$ cat config.mk
export PLATFORM = sky130hd
export DESIGN_NAME = seg7_scan_driver_flat
export DESIGN_NICKNAME = d
export VERILOG_FILES = /design/src/rtl/seg7_scan_driver_if.sv /design/src/rtl/seg7_scan_driver.sv /design/src/flat_wrapper.sv
export SDC_FILE = /design/constraint.sdc
export NUM_CORES = 1
export LEC_CHECK = 0
export ABC_AREA = 1
export CAP_MARGIN = 10
export CORE_ASPECT_RATIO = 0.8
export CORE_MARGIN = 8
export CORE_UTILIZATION = 32
export DETAILED_ROUTE_END_ITERATION = 8
export PLACE_DENSITY = 0.5
export SLEW_MARGIN = 10
export SYNTH_ARGS = -nofsm -noshare
export SYNTH_HDL_FRONTEND = slang
export SYNTH_SLANG_ARGS = --single-unit
export TNS_END_PERCENT = 5
$ cat constraint.sdc
create_clock -name clk -period 2.2 [get_ports clk]
set_clock_uncertainty 0.2 [all_clocks]
set_input_delay 0.44 -clock clk [delete_from_list [all_inputs] [get_ports clk]]
set_output_delay 0.44 -clock clk [all_outputs]
set_load 0.02 [all_outputs]
$ cat src/rtl/seg7_scan_driver_if.sv
// -----------------------------------------------------------------------------
// seg7_scan_driver_if
// Load port of the seven-segment scan driver: a valid/ready transfer of one
// complete display word (hex nibbles plus decimal point enables).
//
// Signals:
//   in_valid  producer -> driver   load request
//   in_ready  driver -> producer   pending buffer free
//   in_data   producer -> driver   4*DIGITS hex nibbles, nibble d = digit d
//   in_dp     producer -> driver   DIGITS decimal point enables
// Modports: master (producer side), slave (driver side).
// -----------------------------------------------------------------------------
interface seg7_scan_driver_if #(
   parameter int DIGITS = 4
);
   logic                  in_valid;
   logic                  in_ready;
   logic [4*DIGITS-1:0]   in_data;
   logic [DIGITS-1:0]     in_dp;

   modport master (
      output in_valid,
      output in_data,
      output in_dp,
      input  in_ready
   );

   modport slave (
      input  in_valid,
      input  in_data,
      input  in_dp,
      output in_ready
   );
endinterface

$ cat src/rtl/seg7_scan_driver.sv
// -----------------------------------------------------------------------------
// seg7_scan_driver
// Multiplexed common-anode seven-segment driver. Scans DIGITS digits, one slot
// of REFRESH_DIV clocks each. A new display word is held in a pending buffer
// and promoted to the displayed word only at the frame boundary (wrap from the
// last digit to digit 0), so a frame never mixes two words.
//
// Optional feature macro: SEG7_DIMMING_EN
//   defined   -> a free-running PWM counter gates the anodes by brightness
//   undefined -> no PWM counter, brightness is ignored, full duty
//
// Ports:
//   clk         system clock
//   reset       synchronous, active-high reset
//   load        seg7_scan_driver_if.slave load port (valid/ready/data/dp)
//   blank_lz    leading-zero suppression enable (live)
//   brightness  PWM duty setting (live)
//   seg         segments {g,f,e,d,c,b,a}, active-low, registered
//   dp          decimal point, active-low, registered
//   an          digit anodes, active-low, at most one low, registered
//   frame_done  one-cycle pulse aligned with the first output cycle of digit 0
// -----------------------------------------------------------------------------
module seg7_scan_driver #(
   parameter int DIGITS      = 4,
   parameter int REFRESH_DIV = 10000,
   parameter int DIM_BITS    = 4
) (
   input  logic                  clk,
   input  logic                  reset,
   seg7_scan_driver_if.slave     load,
   input  logic                  blank_lz,
   input  logic [DIM_BITS-1:0]   brightness,
   output logic [6:0]            seg,
   output logic                  dp,
   output logic [DIGITS-1:0]     an,
   output logic                  frame_done
);

   localparam int PRE_W = (REFRESH_DIV > 1) ? $clog2(REFRESH_DIV) : 1;
   localparam int IDX_W = (DIGITS > 1) ? $clog2(DIGITS) : 1;
   localparam logic [PRE_W-1:0] PRE_LAST = PRE_W'(REFRESH_DIV - 1);
   localparam logic [IDX_W-1:0] IDX_LAST = IDX_W'(DIGITS - 1);

   // Hex font, active-low, segment a in bit 0.
   function automatic logic [6:0] hex_font(input logic [3:0] nib);
      logic [6:0] pat;
      case (nib)
         4'h0:    pat = 7'h40;
         4'h1:    pat = 7'h79;
         4'h2:    pat = 7'h24;
         4'h3:    pat = 7'h30;
         4'h4:    pat = 7'h19;
         4'h5:    pat = 7'h12;
         4'h6:    pat = 7'h02;
         4'h7:    pat = 7'h78;
         4'h8:    pat = 7'h00;
         4'h9:    pat = 7'h10;
         4'hA:    pat = 7'h08;
         4'hB:    pat = 7'h03;
         4'hC:    pat = 7'h46;
         4'hD:    pat = 7'h21;
         4'hE:    pat = 7'h06;
         4'hF:    pat = 7'h0E;
         default: pat = 7'h7F;
      endcase
      return pat;
   endfunction

   // Bit d set when nibbles DIGITS-1..d are all zero and d is not digit 0.
   function automatic logic [DIGITS-1:0] lead_zero_mask(input logic [4*DIGITS-1:0] word);
      logic              run;
      logic [DIGITS-1:0] mask;
      run  = 1'b1;
      mask = {DIGITS{1'b0}};
      for (int d = DIGITS - 1; d >= 0; d--) begin
         run     = run & (word[4*d +: 4] == 4'h0);
         mask[d] = run & (d != 0);
      end
      return mask;
   endfunction

   logic [PRE_W-1:0]    pre_r;
   logic [IDX_W-1:0]    idx_r;
   logic [4*DIGITS-1:0] act_data_r;
   logic [DIGITS-1:0]   act_dp_r;
   logic [4*DIGITS-1:0] pend_data_r;
   logic [DIGITS-1:0]   pend_dp_r;
   logic                pend_full_r;
   logic                wrap_r;
   logic [6:0]          seg_r;
   logic                dp_r;
   logic [DIGITS-1:0]   an_r;
   logic                frame_done_r;

   logic                slot_end_s;
   logic                boundary_s;
   logic                xfer_s;
   logic                dim_on_s;
   logic [DIGITS-1:0]   lz_mask_s;
   logic [3:0]          cur_nib_s;
   logic                cur_dp_s;
   logic                cur_lz_s;
   logic [DIGITS-1:0]   an_sel_s;

   assign slot_end_s    = (pre_r == PRE_LAST);
   assign boundary_s    = slot_end_s && (idx_r == IDX_LAST);
   assign xfer_s        = load.in_valid && !pend_full_r;
   assign load.in_ready = !pend_full_r;
   assign lz_mask_s     = lead_zero_mask(act_data_r);

`ifdef SEG7_DIMMING_EN
   logic [DIM_BITS-1:0] pwm_r;

   // Free-running PWM counter, wraps naturally at all ones.
   always_ff @(posedge clk) begin
      if (reset) begin
         pwm_r <= {DIM_BITS{1'b0}};
      end else begin
         pwm_r <= pwm_r + 1'b1;
      end
   end

   // Full scale bypasses the compare so brightness=max is exactly undimmed.
   assign dim_on_s = (brightness == {DIM_BITS{1'b1}}) || (pwm_r < brightness);
`else
   logic unused_brightness_s;
   assign unused_brightness_s = ^brightness;
   assign dim_on_s            = 1'b1;
`endif

   // Select the nibble, dp and suppression flag of the digit being scanned.
   always_comb begin
      cur_nib_s = 4'h0;
      cur_dp_s  = 1'b0;
      cur_lz_s  = 1'b0;
      an_sel_s  = {DIGITS{1'b1}};
      for (int d = 0; d < DIGITS; d++) begin
         if (idx_r == IDX_W'(d)) begin
            cur_nib_s   = act_data_r[4*d +: 4];
            cur_dp_s    = act_dp_r[d];
            cur_lz_s    = lz_mask_s[d];
            an_sel_s[d] = 1'b0;
         end else begin
            an_sel_s[d] = 1'b1;
         end
      end
   end

   // Scan counters, double-buffered load path and registered display outputs.
   always_ff @(posedge clk) begin
      if (reset) begin
         pre_r        <= {PRE_W{1'b0}};
         idx_r        <= {IDX_W{1'b0}};
         act_data_r   <= {(4*DIGITS){1'b0}};
         act_dp_r     <= {DIGITS{1'b0}};
         pend_data_r  <= {(4*DIGITS){1'b0}};
         pend_dp_r    <= {DIGITS{1'b0}};
         pend_full_r  <= 1'b0;
         wrap_r       <= 1'b0;
         seg_r        <= 7'h7F;
         dp_r         <= 1'b1;
         an_r         <= {DIGITS{1'b1}};
         frame_done_r <= 1'b0;
      end else begin
         if (slot_end_s) begin
            pre_r <= {PRE_W{1'b0}};
            idx_r <= (idx_r == IDX_LAST) ? {IDX_W{1'b0}} : idx_r + 1'b1;
         end else begin
            pre_r <= pre_r + 1'b1;
         end

         // Promotion uses the old pending word, so a same-cycle transfer
         // lands in pend and waits for the following boundary.
         if (boundary_s && pend_full_r) begin
            act_data_r <= pend_data_r;
            act_dp_r   <= pend_dp_r;
         end

         if (xfer_s) begin
            pend_data_r <= load.in_data;
            pend_dp_r   <= load.in_dp;
            pend_full_r <= 1'b1;
         end else if (boundary_s) begin
            pend_full_r <= 1'b0;
         end

         // wrap_r marks the first state cycle of digit 0; the outputs of that
         // state appear one cycle later, which is when frame_done pulses.
         wrap_r       <= boundary_s;
         frame_done_r <= wrap_r;

         seg_r <= (blank_lz && cur_lz_s) ? 7'h7F : hex_font(cur_nib_s);
         dp_r  <= ~cur_dp_s;
         // pre==0 keeps every anode off for one cycle to stop ghosting.
         an_r  <= ((pre_r != {PRE_W{1'b0}}) && dim_on_s) ? an_sel_s : {DIGITS{1'b1}};
      end
   end

   assign seg        = seg_r;
   assign dp         = dp_r;
   assign an         = an_r;
   assign frame_done = frame_done_r;

endmodule

$ cat src/flat_wrapper.sv
// flat-port wrapper written by rule: the top's interface ports become plain ports
module seg7_scan_driver_flat 
#(
   parameter int DIGITS      = 4,
   parameter int REFRESH_DIV = 10000,
   parameter int DIM_BITS    = 4
)
  (clk, reset, blank_lz, brightness, seg, dp, an, frame_done, load_in_valid, load_in_data, load_in_dp, load_in_ready);
  seg7_scan_driver_if #(.DIGITS(DIGITS)) load_i ();
  input  logic clk;
  input  logic reset;
  input  logic blank_lz;
  input  logic [DIM_BITS-1:0] brightness;
  output logic [6:0] seg;
  output logic dp;
  output logic [DIGITS-1:0] an;
  output logic frame_done;
  input wire logic [$bits(load_i.in_valid)-1:0] load_in_valid;
  input wire logic [$bits(load_i.in_data)-1:0] load_in_data;
  input wire logic [$bits(load_i.in_dp)-1:0] load_in_dp;
  output wire logic [$bits(load_i.in_ready)-1:0] load_in_ready;
  assign load_i.in_valid = load_in_valid;
  assign load_i.in_data = load_in_data;
  assign load_i.in_dp = load_in_dp;
  assign load_in_ready = load_i.in_ready;
  seg7_scan_driver #(.DIGITS(DIGITS), .REFRESH_DIV(REFRESH_DIV), .DIM_BITS(DIM_BITS)) u_core (.clk(clk), .reset(reset), .load(load_i), .blank_lz(blank_lz), .brightness(brightness), .seg(seg), .dp(dp), .an(an), .frame_done(frame_done));
endmodule
### Word level (Yosys, flattened, before mapping)

Memory sizes are Yosys's and may differ from the RTL's. A register that Yosys moved wholly into a read port is not among the register bits.
Cells that the tools add are included.

* register bits: 64
* bits in read-only memories: 112
* input port bits: 28
* output and inout bits: 14
* word-level logic and storage cells: 54
* memories kept: 1

Memory list
* (name not given): words 16, width 7, rd ports 1, clocked after Yosys merged registers in 1, wr ports 0, RTL line seg7_scan_driver.sv:47 `case (nib)`

* add/subtract/negate cells: 2
* equality and inequality tests: 4
* muxes and demuxes: 18
* bitwise gates (word level): 4
* reduce and logical (&&, ||, !) cells: 14

Operators by type and width (count)
* $mux W4: 4
* $add A14 B1 Y14 const B: 1
* $eq A14 B14 Y1 const B: 1
* $reduce_bool A14 Y1: 1
* $mux W1: 13
* $logic_not A4 Y1: 3
* $reduce_or A2 Y1: 3
* $eq A2 B2 Y1 const B: 2
* $logic_and A1 B1 Y1: 4
* $add A2 B1 Y2 const B: 1
* $and A1 B1 Y1: 2
* $eq A2 B1 Y1 const B: 1
* $logic_not A2 Y1: 1
* $mux W2: 1
* $not A1 Y1: 2
* $reduce_bool A2 Y1: 1
* $logic_not A1 Y1: 1

### Depth between registers and ports, before layout

* depth after elaboration: 8
* gate-level depth with buffers: 13
* depth with buffers taken out: 13

### Worst setup path before layout

Ideal clock, no wire load.

* path kind: flip-flop to flip-flop
* start point: register u_core.idx_r[0]
* end point: register u_core.seg_r[3] (netlist: u_core.seg[3])
* setup time: 0.062 ns
* arrival: 1.923 ns
* required time: 1.938 ns
* setup slack: 0.014 ns
* cell stages (with the launch flop): 13
* path buffers: 1
* clock period less this slack: 2.186 ns
* cell sequence: dfxtp_1 -> inv_1 -> ha_1 -> buf_2 -> a21oi_1 -> nand2_1 -> a21boi_0 -> ha_1 -> inv_1 -> nand3_1 -> nand2_1 -> nand2_1 -> nand3_1

* longest elaborated chain between the ends: 6
* elaborated cells on any way between the ends: 13
* those cells by class: eq/ne: 3; mux: 7; reduce/logical: 3

Ends and longest elaborated chain
* start, declared: RTL line seg7_scan_driver.sv:83 `logic [IDX_W-1:0] idx_r;`
* start signal, assigned: RTL line seg7_scan_driver.sv:153 `idx_r <= {IDX_W{1'b0}};`
* start signal, assigned: RTL line seg7_scan_driver.sv:167 `idx_r <= (idx_r == IDX_LAST) ? {IDX_W{1'b0}} : idx_r + 1'b1;`
* $eq A2 B1 Y1: RTL line seg7_scan_driver.sv:138 `if (idx_r == IDX_W'(d)) begin`
* $mux W1 (3 in series): RTL line seg7_scan_driver.sv:138
* $logic_and A1 B1 Y1: RTL line seg7_scan_driver.sv:192 `seg_r <= (blank_lz && cur_lz_s) ? 7'h7F : hex_font(cur_nib_s);`
* $reduce_or A2 Y1 (no line)
* end, declared: RTL line seg7_scan_driver.sv:90 `logic [6:0] seg_r;`

Several ways; a longest one is shown, not always the timed one.
A chain may end at the register's enable or synchronous reset.

### Final worst setup path

Same ends and word-level chain as after synthesis.

==> flow_summary_export.csv <==
group,metric,value,unit
floorplanning,start_util,0.3268,
cells_and_area,final_cells,662,
cts,clk_latency,0.33,ns
cells_and_area,final_cell_area,4189,um^2
critical_path,crit_required,2.27,ns
power_and_ir_drop,cellLeakagePower,1.957,nW
critical_path,end_kind,"flop",
power_and_ir_drop,p_seq_frac,0.442,
yosys,syn_inst,472,
cts,cts-buffers-inserted,9,
sta,relSlewSlack,0.6042,
yosys,synth_top_cell_by_area,"dfxtp_1",
cells_and_area,layout_commonest_cell,"nor2_1",
yosys,synth-seq-cells,71,
floorplanning,core-area,10160,um^2
power_and_ir_drop,pwr-share-comb,0.057,
power_and_ir_drop,power_density,731.7,nW/um^2
critical_path,slowest_stage,"dfxtp_2",
grt,grt_pass1_vias,2831,
yosys,ys_types,32,
placed_design,placed_cell_area,3841,um^2
cells_and_area,final_nets,558,
cts,post_cts_buffers,0,
yosys,synth_compound_area_frac,0.06860,
drt,vias_per_cell,4.358,
power_and_ir_drop,power_switching,0.6380,mW
drt,top_layer,"met4",
drt,finalWirelength,7684,um
grt,track_usage,0.1209,
sta,finalHoldViolations,0,
critical_path,path_cells,"inv_1, ha_2, a21oi_1, nand2_1, a21boi_1, buf_4, ha_1, inv_1, nand3_1, nand2_1, nand2_1, nand3_1",
cts,cts_tree,"done",
cells_and_area,fillCellCount,1090,
yosys,synth.yosys.seq_area_share,0.4282,
yosys,muxShareOfSynthArea,0,
power_and_ir_drop,swShare,0.2081,
critical_path,crit_arrival,2.10,ns
sta,tightest_slew,0.5931,ns
sta,drv_slew,0,
cts,htree_levels,3,
cells_and_area,drive_above_1_share,0.09579,
placed_design,port_buffers,37,
critical_path,startpoint_type,"flop",
power_and_ir_drop,vdd_ir_drop_max,0.3131,mV
outcome,status,"completed",
placed_design,dp.final_hpwl,5487,um
sta,rsz0062_at_grt,"false",
power_and_ir_drop,intPower,2.427,mW
cts,cts_root_buffer,"clkbuf_16",
critical_path,critPathMaxStageDelay,0.38,ns
yosys,synth_fa_ha_area_frac,0.04523,
drt,dr_wl_met2,2919,um
sta,min_period,2.027,ns
yosys,synth_area,3319,um^2
drt,route.met3.wl,444,um
critical_path,critical_path.max_fanout,6,
power_and_ir_drop,clkPwrFrac,0.502,
drt,avgRoutedWirePerCell,11.61,um
grt,grt_pass1_wl,13500,um
drt,vias,2885,
grt,grt_max_degree,31,
yosys,synth_top_family_by_area,"simple AND/OR/NAND/NOR gates",
sta,fin_setup_tns,0,ns
floorplanning,die-area,13910,um^2
sta,period_share,0.9215,
grt,grt.overflow.total,0,
yosys,synth_nets,512,
sta,setup_viol,0,
cells_and_area,syn_to_final_growth,26.20,%
sta,fmax,0.4933,GHz
drt,dr.pass1.iters,4,
yosys,ys_warn_count,0,
cts,cts_sinks,71,
yosys,synthSimpleGateAreaFrac,0.3475,
critical_path,worstSetupPathType,"flop to flop",
critical_path,crit_top_cell,"nand2_1",
critical_path,critPathTopFamily,"adder cells",
yosys,yosys-top-cells-area,"dfxtp_1, nor2_1, nand2_1",
cts,clk_pin_slew_worst_paths,0.06,ns
placed_design,dp_cells,647,
min_path,hold_class,"flop to flop",
cells_and_area,n_antenna_cell,0,
drt,ant_nets,0,
yosys,synth_top_area_share,0.4282,
placed_design,gp_congestion,0.8161,
floorplanning,row_count,33,
grt,antenna_found_initial,0,
floorplanning,die_h,107.1,um
drt,drc,0,
floorplanning,die_x,129.9,um
yosys,synthXorXnorAreaFrac,0.01055,
cells_and_area,layout_common_cells,"nor2_1, nand2_1, dfxtp_1, inv_1, clkdlybuf4s50_1",
cts,clockBufferDepth,2,
cells_and_area,final_core_util,0.4124,
job,cap_violations,0,
drt,first_iter_violations,168,
critical_path,crit_buf_inv,3,
floorplanning,io_pins,42,
yosys,avgSynthCellArea,7.033,um^2
drt,drt-met1-wl,4225,um
cts,hold_buffers,0,
[metal layers]
metal	global-route usage	up-vias
met5	0	-
met4	0.03970	0
met3	0.04415	10
met2	0.1696	52
met1	0.1665	1258
li1	-	1565
[sequential cells by signal, indices dropped and copies added, names as in the netlist]
signal and cells:
u_core.pend_data_r 16, u_core.frame_done 1, u_core.act_dp_r 4, u_core.wrap_r 1, u_core.act_data_r 16, u_core.pend_full_r 1
u_core.dp 1, u_core.pre_r 14, u_core.pend_dp_r 4, u_core.idx_r 2, u_core.an 4, u_core.seg 7
[area by class of cell]
cell class	instances	area, um^2	share of cell area
clock inverter	4	70.07	0.01673
inverter	52	195.2	0.04659
tap	140	175.2	0.04182
multi-input combinational	332	1600	0.3820
clock buffer	11	242.7	0.05795
timing repair buffer	52	483.0	0.1153
sequential	71	1423	0.3396
[kinds of logic after synthesis]
| group | Yosys count |
|---|---|
| buffers and inverters | 69 |
| and+or+nand+nor | 273 |
| xor gates and xnor gates | 4 |
| AOI/OAI and AO/OA | 43 |
| adders and majority gates | 12 |
| DFF | 71 |
[cell usage after synthesis]
cell type  instances
nor2_1           108
nand2_1          106
dfxtp_1           71
inv_1             48
nand3_1           34
o21ai_0           25
a21oi_1           13
ha_1              12
buf_6              6
nand4_1            6
nor3_1             6
clkbuf_1           5
buf_2              3
inv_2              3
nor3b_1            3
xor2_1             3
clkbuf_8           2
nand2_2            2
nor2_4             2
nor4_1             2
a21boi_0           1
a21oi_2            1
buf_4              1
clkinv_1           1
nand3b_1           1
nand4_2            1
nor3_4             1
o211ai_1           1
o21ai_1            1
o221ai_1           1
or2_2              1
xnor2_1            1
[worst paths after layout]
kind	slack, ns	start	cells past startpoint	endpoint
hold reg to reg	0.21	u_core.wrap_r$_SDFF_PP0_	2	u_core.frame_done$_SDFF_PP0_
setup reg to reg	0.17	u_core.idx_r[0]$_SDFFE_PP0N_	12	u_core.seg[3]$_SDFF_PP1_
hold / removal	0.21	u_core.wrap_r$_SDFF_PP0_	2	u_core.frame_done$_SDFF_PP0_
setup / recovery	0.17	u_core.idx_r[0]$_SDFFE_PP0N_	12	u_core.seg[3]$_SDFF_PP1_
[power by group through the flow]
| stage | Sequential [mW] | Combinational (mW) | Clock [mW] |
|---|---|---|---|
| 2_1_floorplan | 1.38 | 0.0858 | 0 |
| 5_1_grt | 1.36 | 0.198 | 1.63 |
| 6_report | 1.35 | 0.173 | 1.54 |
| 3_5_place_dp | 1.38 | 0.175 | 0 |
| 4_1_cts | 1.35 | 0.177 | 1.58 |
| 3_3_place_gp | 1.38 | 0.175 | 0 |
[worst min-delay path, stage by stage, from the launching register on]
cell and delay, ns:
dfxtp_1 0.30, inv_1 0.04, nor2_1 0.03
[stage by stage]
stage	worst slack [ns]	hold WS [ns]	power, mW
3_5_place_dp	0.02821	0.1978	1.556
3_3_place_gp	0.08121	0.1975	1.554
5_1_grt	0.003391	0.2414	3.182
2_1_floorplan	0.01450	0.1883	1.470
6_report	0.1727	0.2120	3.065
4_1_cts	0.01902	0.2204	3.105
[what timing repair did]
item	4_1_cts	5_1_grt
setup endpoints to repair	0	7
gates resized for setup	0	12
hold endpoints to repair	0	0
(Power assumes the default switching activity.)
